==> config.mk <==
export PLATFORM = sky130hd
export DESIGN_NAME = pipelined_divider_u8
export DESIGN_NICKNAME = d
export VERILOG_FILES = /design/src/rtl/pipelined_divider_pkg.sv /design/src/rtl/div_restore_stage.sv /design/src/rtl/pipelined_divider_u8.sv
export SDC_FILE = /design/constraint.sdc
export NUM_CORES = 1
export LEC_CHECK = 0
export CAP_MARGIN = 20
export CORE_MARGIN = 2
export CORE_UTILIZATION = 55
export CTS_CLUSTER_DIAMETER = 200
export DETAILED_ROUTE_END_ITERATION = 6
export GPL_TIMING_DRIVEN = 0
export PLACE_DENSITY = 0.73
export SLEW_MARGIN = 25
export SYNTH_ARGS = -nofsm -noshare
export SYNTH_HDL_FRONTEND = slang
export SYNTH_SLANG_ARGS = --single-unit
==> constraint.sdc <==
create_clock -name clk -period 3.36 [get_ports clk]
set_input_delay 0.336 -clock clk [delete_from_list [all_inputs] [get_ports clk]]
set_output_delay 0.336 -clock clk [all_outputs]
set_load 0.01 [all_outputs]
==> src/rtl/pipelined_divider_pkg.sv <==
// -----------------------------------------------------------------------------
// pipelined_divider_pkg
// Shared definitions for the pipelined unsigned restoring divider:
//   - DIV_DATA_W   : default operand/result width (also the pipeline depth)
//   - DIV_ALL_ONES : all-ones word, the quotient produced for a zero divisor
//   - div_stage_t  : record carried between pipeline stages
// Optional macro: DIV_BY_ZERO_FLAG_EN adds a zero-divisor flag to the record.
// -----------------------------------------------------------------------------
package pipelined_divider_pkg;

    localparam int DIV_DATA_W = 8;

    localparam logic [DIV_DATA_W-1:0] DIV_ALL_ONES = '1;

    // One in-flight operation. dvd is shifted left one place per stage so its
    // MSB is always the next dividend bit to bring down into the remainder.
    typedef struct packed {
        logic                  valid;
        logic [DIV_DATA_W-1:0] dvd;
        logic [DIV_DATA_W-1:0] dvs;
        logic [DIV_DATA_W-1:0] rem;
        logic [DIV_DATA_W-1:0] quo;
`ifdef DIV_BY_ZERO_FLAG_EN
        logic                  dbz;
`endif
    } div_stage_t;

endpackage

==> src/rtl/div_restore_stage.sv <==
// -----------------------------------------------------------------------------
// div_restore_stage
// One combinational restoring-division step: brings down one dividend bit,
// trial-subtracts the divisor and either keeps the difference or restores.
// Ports:
//   i_rem     [DATA_W] partial remainder entering this step
//   i_dvd_msb [1]      next dividend bit to bring down
//   i_dvs     [DATA_W] divisor
//   o_rem     [DATA_W] partial remainder leaving this step
//   o_qbit    [1]      quotient bit resolved by this step
// -----------------------------------------------------------------------------
module div_restore_stage
    import pipelined_divider_pkg::*;
#(
    parameter int DATA_W = DIV_DATA_W
) (
    input  logic [DATA_W-1:0] i_rem,
    input  logic              i_dvd_msb,
    input  logic [DATA_W-1:0] i_dvs,
    output logic [DATA_W-1:0] o_rem,
    output logic              o_qbit
);

    logic        [DATA_W:0] w_shift;
    logic signed [DATA_W:0] w_diff;
    logic                   w_borrow;

    assign w_shift = {i_rem, i_dvd_msb};

    // The remainder entering a step is always below the divisor (or the
    // divisor is zero and the shifted value still fits in DATA_W bits), so
    // the DATA_W+1-bit difference never overflows and its sign bit is the
    // borrow of the trial subtraction.
    assign w_diff   = signed'(w_shift - {1'b0, i_dvs});
    assign w_borrow = w_diff[DATA_W];

    assign o_qbit = ~w_borrow;
    assign o_rem  = w_borrow ? w_shift[DATA_W-1:0] : w_diff[DATA_W-1:0];

endmodule

==> src/rtl/pipelined_divider_u8.sv <==
// -----------------------------------------------------------------------------
// pipelined_divider_u8
// Fully pipelined unsigned restoring divider. One quotient bit is resolved per
// stage; a new operation can be accepted every clock. Results appear DATA_W
// clocks after the operands are sampled, in issue order, with a valid pulse.
// Ports:
//   clk          [1]      rising-edge clock
//   reset        [1]      asynchronous active-low reset, clears the pipeline
//   start        [1]      operation request, operands sampled when high
//   dividend     [DATA_W] unsigned dividend
//   divisor      [DATA_W] unsigned divisor
//   valid        [1]      one-cycle pulse per completed operation
//   quotient     [DATA_W] unsigned quotient (holds while valid=0)
//   remainder    [DATA_W] unsigned remainder (holds while valid=0)
//   div_by_zero  [1]      (only with DIV_BY_ZERO_FLAG_EN) divisor was zero
//   result_ready [1]      nothing in flight and valid=0
// Optional macro: DIV_BY_ZERO_FLAG_EN enables the div_by_zero output.
// A zero divisor needs no special handling: the restoring algorithm yields
// quotient = all ones and remainder = dividend on its own.
// -----------------------------------------------------------------------------
module pipelined_divider_u8
    import pipelined_divider_pkg::*;
#(
    parameter int DATA_W = DIV_DATA_W
) (
    input  logic              clk,
    input  logic              reset,
    input  logic              start,
    input  logic [DATA_W-1:0] dividend,
    input  logic [DATA_W-1:0] divisor,
    output logic              valid,
    output logic [DATA_W-1:0] quotient,
    output logic [DATA_W-1:0] remainder,
`ifdef DIV_BY_ZERO_FLAG_EN
    output logic              div_by_zero,
`endif
    output logic              result_ready
);

    // r_stage[s] holds the operation about to undergo restoring step s.
    div_stage_t        r_stage [DATA_W];
    logic [DATA_W-1:0] w_rem   [DATA_W];
    logic              w_qbit  [DATA_W];

    logic              r_valid;
    logic [DATA_W-1:0] r_quo;
    logic [DATA_W-1:0] r_rem;
`ifdef DIV_BY_ZERO_FLAG_EN
    logic              r_dbz;
`endif
    logic              w_busy;

    genvar gs;
    generate
        for (gs = 0; gs < DATA_W; gs++) begin : g_step
            div_restore_stage #(
                .DATA_W (DATA_W)
            ) u_step (
                .i_rem     (r_stage[gs].rem),
                .i_dvd_msb (r_stage[gs].dvd[DATA_W-1]),
                .i_dvs     (r_stage[gs].dvs),
                .o_rem     (w_rem[gs]),
                .o_qbit    (w_qbit[gs])
            );
        end
    endgenerate

    always_ff @(posedge clk or negedge reset) begin
        if (!reset) begin
            for (int s = 0; s < DATA_W; s++) begin
                r_stage[s] <= '0;
            end
            r_valid <= 1'b0;
            r_quo   <= '0;
            r_rem   <= '0;
`ifdef DIV_BY_ZERO_FLAG_EN
            r_dbz   <= 1'b0;
`endif
        end else begin
            // ---- stage 0: operand capture ----
            r_stage[0].valid <= start;
            r_stage[0].dvd   <= dividend;
            r_stage[0].dvs   <= divisor;
            r_stage[0].rem   <= '0;
            r_stage[0].quo   <= '0;
`ifdef DIV_BY_ZERO_FLAG_EN
            r_stage[0].dbz   <= (divisor == '0);
`endif

            // ---- stages 1..DATA_W-1: result of step s-1 ----
            for (int s = 0; s < DATA_W - 1; s++) begin
                r_stage[s+1].valid               <= r_stage[s].valid;
                r_stage[s+1].dvd                 <= {r_stage[s].dvd[DATA_W-2:0], 1'b0};
                r_stage[s+1].dvs                 <= r_stage[s].dvs;
                r_stage[s+1].rem                 <= w_rem[s];
                r_stage[s+1].quo                 <= r_stage[s].quo;
                r_stage[s+1].quo[DATA_W-1-s]     <= w_qbit[s];
`ifdef DIV_BY_ZERO_FLAG_EN
                r_stage[s+1].dbz                 <= r_stage[s].dbz;
`endif
            end

            // ---- output register: result of the final step ----
            r_valid <= r_stage[DATA_W-1].valid;
            if (r_stage[DATA_W-1].valid) begin
                r_quo    <= r_stage[DATA_W-1].quo;
                r_quo[0] <= w_qbit[DATA_W-1];
                r_rem    <= w_rem[DATA_W-1];
            end
`ifdef DIV_BY_ZERO_FLAG_EN
            r_dbz <= r_stage[DATA_W-1].valid & r_stage[DATA_W-1].dbz;
`endif
        end
    end

    always_comb begin
        w_busy = r_valid;
        for (int s = 0; s < DATA_W; s++) begin
            w_busy = w_busy | r_stage[s].valid;
        end
    end

    assign valid        = r_valid;
    assign quotient     = r_quo;
    assign remainder    = r_rem;
    assign result_ready = ~w_busy;
`ifdef DIV_BY_ZERO_FLAG_EN
    assign div_by_zero  = r_dbz;
`endif

endmodule

### Word level (Yosys, flattened, before mapping)

Cells that the tools add are included.

| storage, ports and cells | value |
|---|---|
| bits in registers | 209 |
| input bits | 19 |
| output and inout port bits | 18 |
| word-level logic and storage cells | 74 |

| cells by class | value |
|---|---|
| add/sub/neg operators | 8 |
| multiplexer cells | 8 |
| bitwise gates (word level) | 17 |

Operators by type and width:

| cell | count |
|---|---|
| $mux W8 | 8 |
| $sub A9 B8 Y9 | 7 |
| $not A1 Y1 | 9 |
| $sub A1 B8 Y9 | 1 |
| $or A1 B1 Y1 | 8 |

### Depth between registers and ports, before layout

| logic depth | value |
|---|---|
| depth after elaboration | 9 |
| gate-level depth with buffers | 11 |
| depth with buffers taken out | 10 |

### Cells and area by module

From an unflattened synthesis, not the netlist that was laid out.

| second synthesis, totals | value |
|---|---|
| cell total of the unflattened synthesis | 699 |
| area total of the unflattened synthesis | 9394.0 um^2 |

By module, submodules not included:

| module | times used | cells each | area an instance (um^2) | seq. area each (um^2) |
|---|---|---|---|---|
| pipelined_divider_u8 | 1 | 231 | 5460.2 | 5230.0 |
| div_restore_stage at g_step[0].u_step ... | 7 | 58 | 485.5 | 0.0 |
| div_restore_stage at g_step[7].u_step | 1 | 62 | 535.5 | 0.0 |

### Least setup slack after synthesis

OpenSTA, ideal clock, no wires.

| timing | value |
|---|---|
| path kind | register to register |
| start | register r_stage[64] (netlist name) |
| end | register r_stage[10] (netlist name) |
| library setup time | 0.125 ns |
| data arrival time | 2.296 ns |
| required time | 3.235 ns |
| path slack | 0.940 ns |
| cell stages (with the launch flop) | 11 |
| path buffers | 0 |
| clock period less this slack | 2.420 ns |
| path through | dfrtp_1 -> inv_1 -> ha_1 -> inv_1 -> fa_1 -> a21o_1 -> a21o_1 -> a21oi_1 -> o21ai_2 -> xor2_4 -> mux2_2 |

| between the ends | value |
|---|---|
| longest elaborated chain between the ends | 2 |

Ends and longest elaborated chain:

| element | RTL line | source |
|---|---|---|
| start: declaration | pipelined_divider_u8.sv:41 | `div_stage_t r_stage [DATA_W];` |
| $sub A9 B8 Y9 | div_restore_stage.sv:34 | `assign w_diff = signed'(w_shift - {1'b0, i_dvs});` |
| $mux W8 | div_restore_stage.sv:38 | `assign o_rem = w_borrow ? w_shift[DATA_W-1:0] : w_diff[DATA_W-1:0];` |
| via g_step[6].u_step.o_rem[2] | div_restore_stage.sv:20 | `output logic [DATA_W-1:0] o_rem,` |

The timed path passes the listed nets, and every way through them passes these cells.
A chain may end at the register's enable or synchronous reset.

### Worst setup path in the final report

| timing | value |
|---|---|
| start | register r_stage[163] (netlist name) |
| end | register r_stage[111] (netlist name) |

| between the ends | value |
|---|---|
| longest elaborated chain between the ends | 2 |

Ends and longest elaborated chain:

| element | RTL line |
|---|---|
| $sub A9 B8 Y9 | div_restore_stage.sv:34 |
| $mux W8 | div_restore_stage.sv:38 |
| via g_step[3].u_step.o_rem[4] | div_restore_stage.sv:20 |

The timed path passes the listed nets, and every way through them passes these cells.

==> results.md <==
* Vias/cell at 5.193
* Path type of the worst setup path: reg -> reg
* Min-delay src: divisor[1]
* Die width at 129.0 µm
* Biggest fanout along the worst timing path at 10
* Period utilization at 83.59%
* Yosys cell types at 37
* Proportion of register bits with asynchronous set or reset after synthesis at 100.0%
* Register-to-Register Path Depth at 10
* Hold Crit Depth at 1
* Aggregate global-route resource usage at 17.99%
* Main combinational cell family by area after synthesis: adder cells
* Number of H-tree levels at 1
* Total design power at 8.894 mW
* Setup repair after global routing missed its margin: false
* Multiplexer share of the synthesized area at 6.973%
* Crit-path cells: inv_1 > ha_1 > inv_1 > fa_1 > a21o_1 > a21oi_1 > o21ai_0 > xor2_1 > buf_2 > mux2_2
* Max_slew headroom at 51.15%
* Clock skew after layout at 0.008627 ns
* Fraction of layout instances using a drive strength above 1 at 12.52%
* Endpoint of the worst hold-timing path: r_stage[248]$_DFF_PN0_
* Count of maximum capacitance violations at 0
* Run status: finished clean
* Total vias in the final route at 4871
* Antenna violation net count after detailed routing at 0
* Synthesized-area fraction occupied by and/or/nand/nor cells at 4.353%
* Worst min-delay path class: in -> reg
* Power per cell area at 886.2 mW/mm²
* Worst-Margin Slew at 0.7327 ns
* Top library cells by usage in the layout, fill and taps aside: 209 x dfrtp_1, 72 x inv_1, 58 x ha_1, 39 x mux2_2, 36 x nor2_1
* Final-report setup violation count at 0
* Fillers at 1095
* Maximum buffer depth of the clock tree at 3
* Adder and majority gate portion of the synthesized area at 10.07%
* Initial core utilization at 56.33%
* Number of optimization iterations in the first detailed-route pass at 4
* Most frequent cell on the critical path: inv_1
* DPL Wire Length at 9662 µm
* Count of flip-flops with a built-in enable after synthesis at 0
* Ranking of synthesized cells by area: dfrtp_1 61%, ha_1 8.4%, mux2_2 5.1%, inv_1 3.1%, xnor2_1 3.0%
* Number of endpoints with negative hold slack in the final report at 0
* Number of global-route vias before repair at 5381
* Compound-gate portion of the synthesized area at 9.317%
* Insertion delay of the later-clocked pin in the worst-skew pair at 0.50 ns
* Final min period at 2.809 ns
* Post-detailed-routing wire length at 13660 µm
* Register bit count reported by yosys at 209
* Critical path's slowest cell: fa_1
* # clock sinks at 209
* Origin of the critical flop-to-flop path: r_stage[163]$_DFF_PN0_
* Number of instances in the placed design at 900
* Area fraction of the dominant cell type after synthesis at 60.85%
* Xor-xnor portion of the synthesized cell area at 4.819%
* Number of antenna violations at the first check in global routing at 0
* Clock buffer count from CTS at 22
* Placed cell areas at 0.009286 mm²
* Clock-pin slew on the worst setup and hold paths at 0.06 ns
* Flop2flop setup slack at 0.55 ns
* Antenna cell count at 0
* R2R Path End: r_stage[111]$_DFF_PN0_
* WL per Instance at 14.56 µm
* Global-route wire length before repair at 24040 µm
* Final instance area at 0.01004 mm²
* # Post-CTS Setup Buffers at 0
* Critical Path Max Stage Delay at 0.41 ns
* Kind of cell with the highest combined delay on the critical path: compound AO/OA/AOI/OAI gates
* Pin count of the biggest net entering global routing at 91
* Non-Filler Instances at 938
* Area grow syn2layout at 16.77%
* Core area at 0.01526 mm²
* Peak supply drop at 0.4935 mV
* F_max at 356.0 MHz
* Mean cell area of the mapped netlist at 13.24 µm²
* Rows at 45
* Share of synthesized area occupied by flip-flops and latches at 60.85%
* Count of warnings emitted by yosys at 0
* Net count reported at finish at 798
* CP Buf/Inv Count at 3
* DRC at 0
* Post-synthesis cell type with the largest combined area: dfrtp_1
* Root buffer cell: clkbuf_16
* Area of the die at 0.01664 mm²
* Arrival time at the worst endpoint at 3.19 ns
* Setup_tns at 0 ns
* Overall die height at 129.0 µm
* Last weighted congestion value of the routability-driven placer at 0.8284
* DRC marker count from the first detailed-route iteration at 240
* Commonest non-fill, non-tap cell in the layout: dfrtp_1
* Required time reported for the critical path endpoint at 3.74 ns
* Clock tree from TritonCTS: done
* Max Transition Viols Final at 0
* Ports at 37
* Synthesized area at 0.008594 mm²
* Leakage power at 4.742 nW
* Ys flop type: dfrtp_1
* Buffers on Ports at 36
* Capturing element type of the critical path: flop
* Final design utilization at 65.77%
* Post-Syn Instances at 649
* Residual overflow from global routing at 0
* Critical path startpoint category: flop
registers in the layout (all words and copies together), names as in the netlist:
name,count
r_stage,192
remainder,8
valid,1
quotient,8
kinds of logic (layout without fill, tap and decap cells):
family	count (synthesis)	count (layout)
AO/OA/AOI/OAI	121	121
XOR/XNOR	43	43
adder cells (fa/ha/maj)	65	65
buffers and inverters	80	156
flip-flops	209	209
multiplexers	52	52
other	1	3
AND/OR/NAND/NOR	78	78
cell type report:
type / count / area (µm²) / share of cell area [%]
flip-flops and latches: 209 / 5230 / 52.11
multi-input cells: 362 / 3065 / 30.54
repair buffers: 39 / 430.4 / 4.289
well taps: 211 / 264.0 / 2.631
inverters: 72 / 270.3 / 2.693
clock buffers: 32 / 639.4 / 6.371
plain buffers: 8 / 36.28 / 0.3616
clock inverters: 5 / 100.1 / 0.9974
per-layer routing:
metal | GRT usage, % | part of all wire, % | vias to the layer above
met3 | 3.534 | 3.9 | 31
li1 | - | - | 2337
met5 | 0 | 0 | -
met2 | 35.36 | 57 | 97
met4 | 6.777 | 2.8 | 0
met1 | 18.74 | 36 | 2406
power breakdown:
group / internal (mW) / leakage, nW / switching (mW)
clock: 1.54 / 0.362 / 0.903
combinational: 1.63 / 1.91 / 1.53
sequential: 3.04 / 2.47 / 0.252
total: 6.21 / 4.74 / 2.68
worst max path at each step:
| stage | slack, ns | cells after the start | to | start |
|---|---|---|---|---|
| detailed placement | 0.53 | 10 | r_stage[108]$_DFF_PN0_ | r_stage[163]$_DFF_PN0_ |
| global placement | -6.23 | 1 | r_stage[259]$_DFF_PN0_ | reset |
| global route | 0.37 | 10 | r_stage[143]$_DFF_PN0_ | r_stage[196]$_DFF_PN0_ |
| finish | 0.55 | 10 | r_stage[111]$_DFF_PN0_ | r_stage[163]$_DFF_PN0_ |
| CTS | 0.52 | 10 | r_stage[111]$_DFF_PN0_ | r_stage[163]$_DFF_PN0_ |
| floorplan | 0.94 | 10 | r_stage[10]$_DFF_PN0_ | r_stage[64]$_DFF_PN0_ |
through the flow:
step / hold WS, ns / setup WS [ns]
after global routing: 0.2605 / 0.3717
after global placement: 0.3321 / -6.229
after CTS: 0.2585 / 0.5185
final: 0.2744 / 0.5513
after detailed placement: 0.2616 / 0.5252
after floorplan: 0.04041 / 0.9398
synthesized netlist by cell type, types with 5 or more instances:
master    count
a211oi_1      8
a21o_1       15
a21oi_1      33
a31oi_1       9
buf_2         5
dfrtp_1     209
fa_1          7
ha_1         58
inv_1        72
mux2_2       39
mux2_4        6
mux2i_1       7
nand2_1      10
nand2b_1      7
nor2_1       36
nor2b_1       8
o21a_1       12
o21ai_0      20
o31a_1        6
or4_1         6
xnor2_1      29
xor2_1       12
repair_timing:
item / in CTS / in global routing
hold buffers: 1 / 0
setup endpoints to repair: 0 / 0
endpoints found under the hold margin: 49 / 0
gates resized for setup: 0 / 0
(Power assumes the default switching activity.)
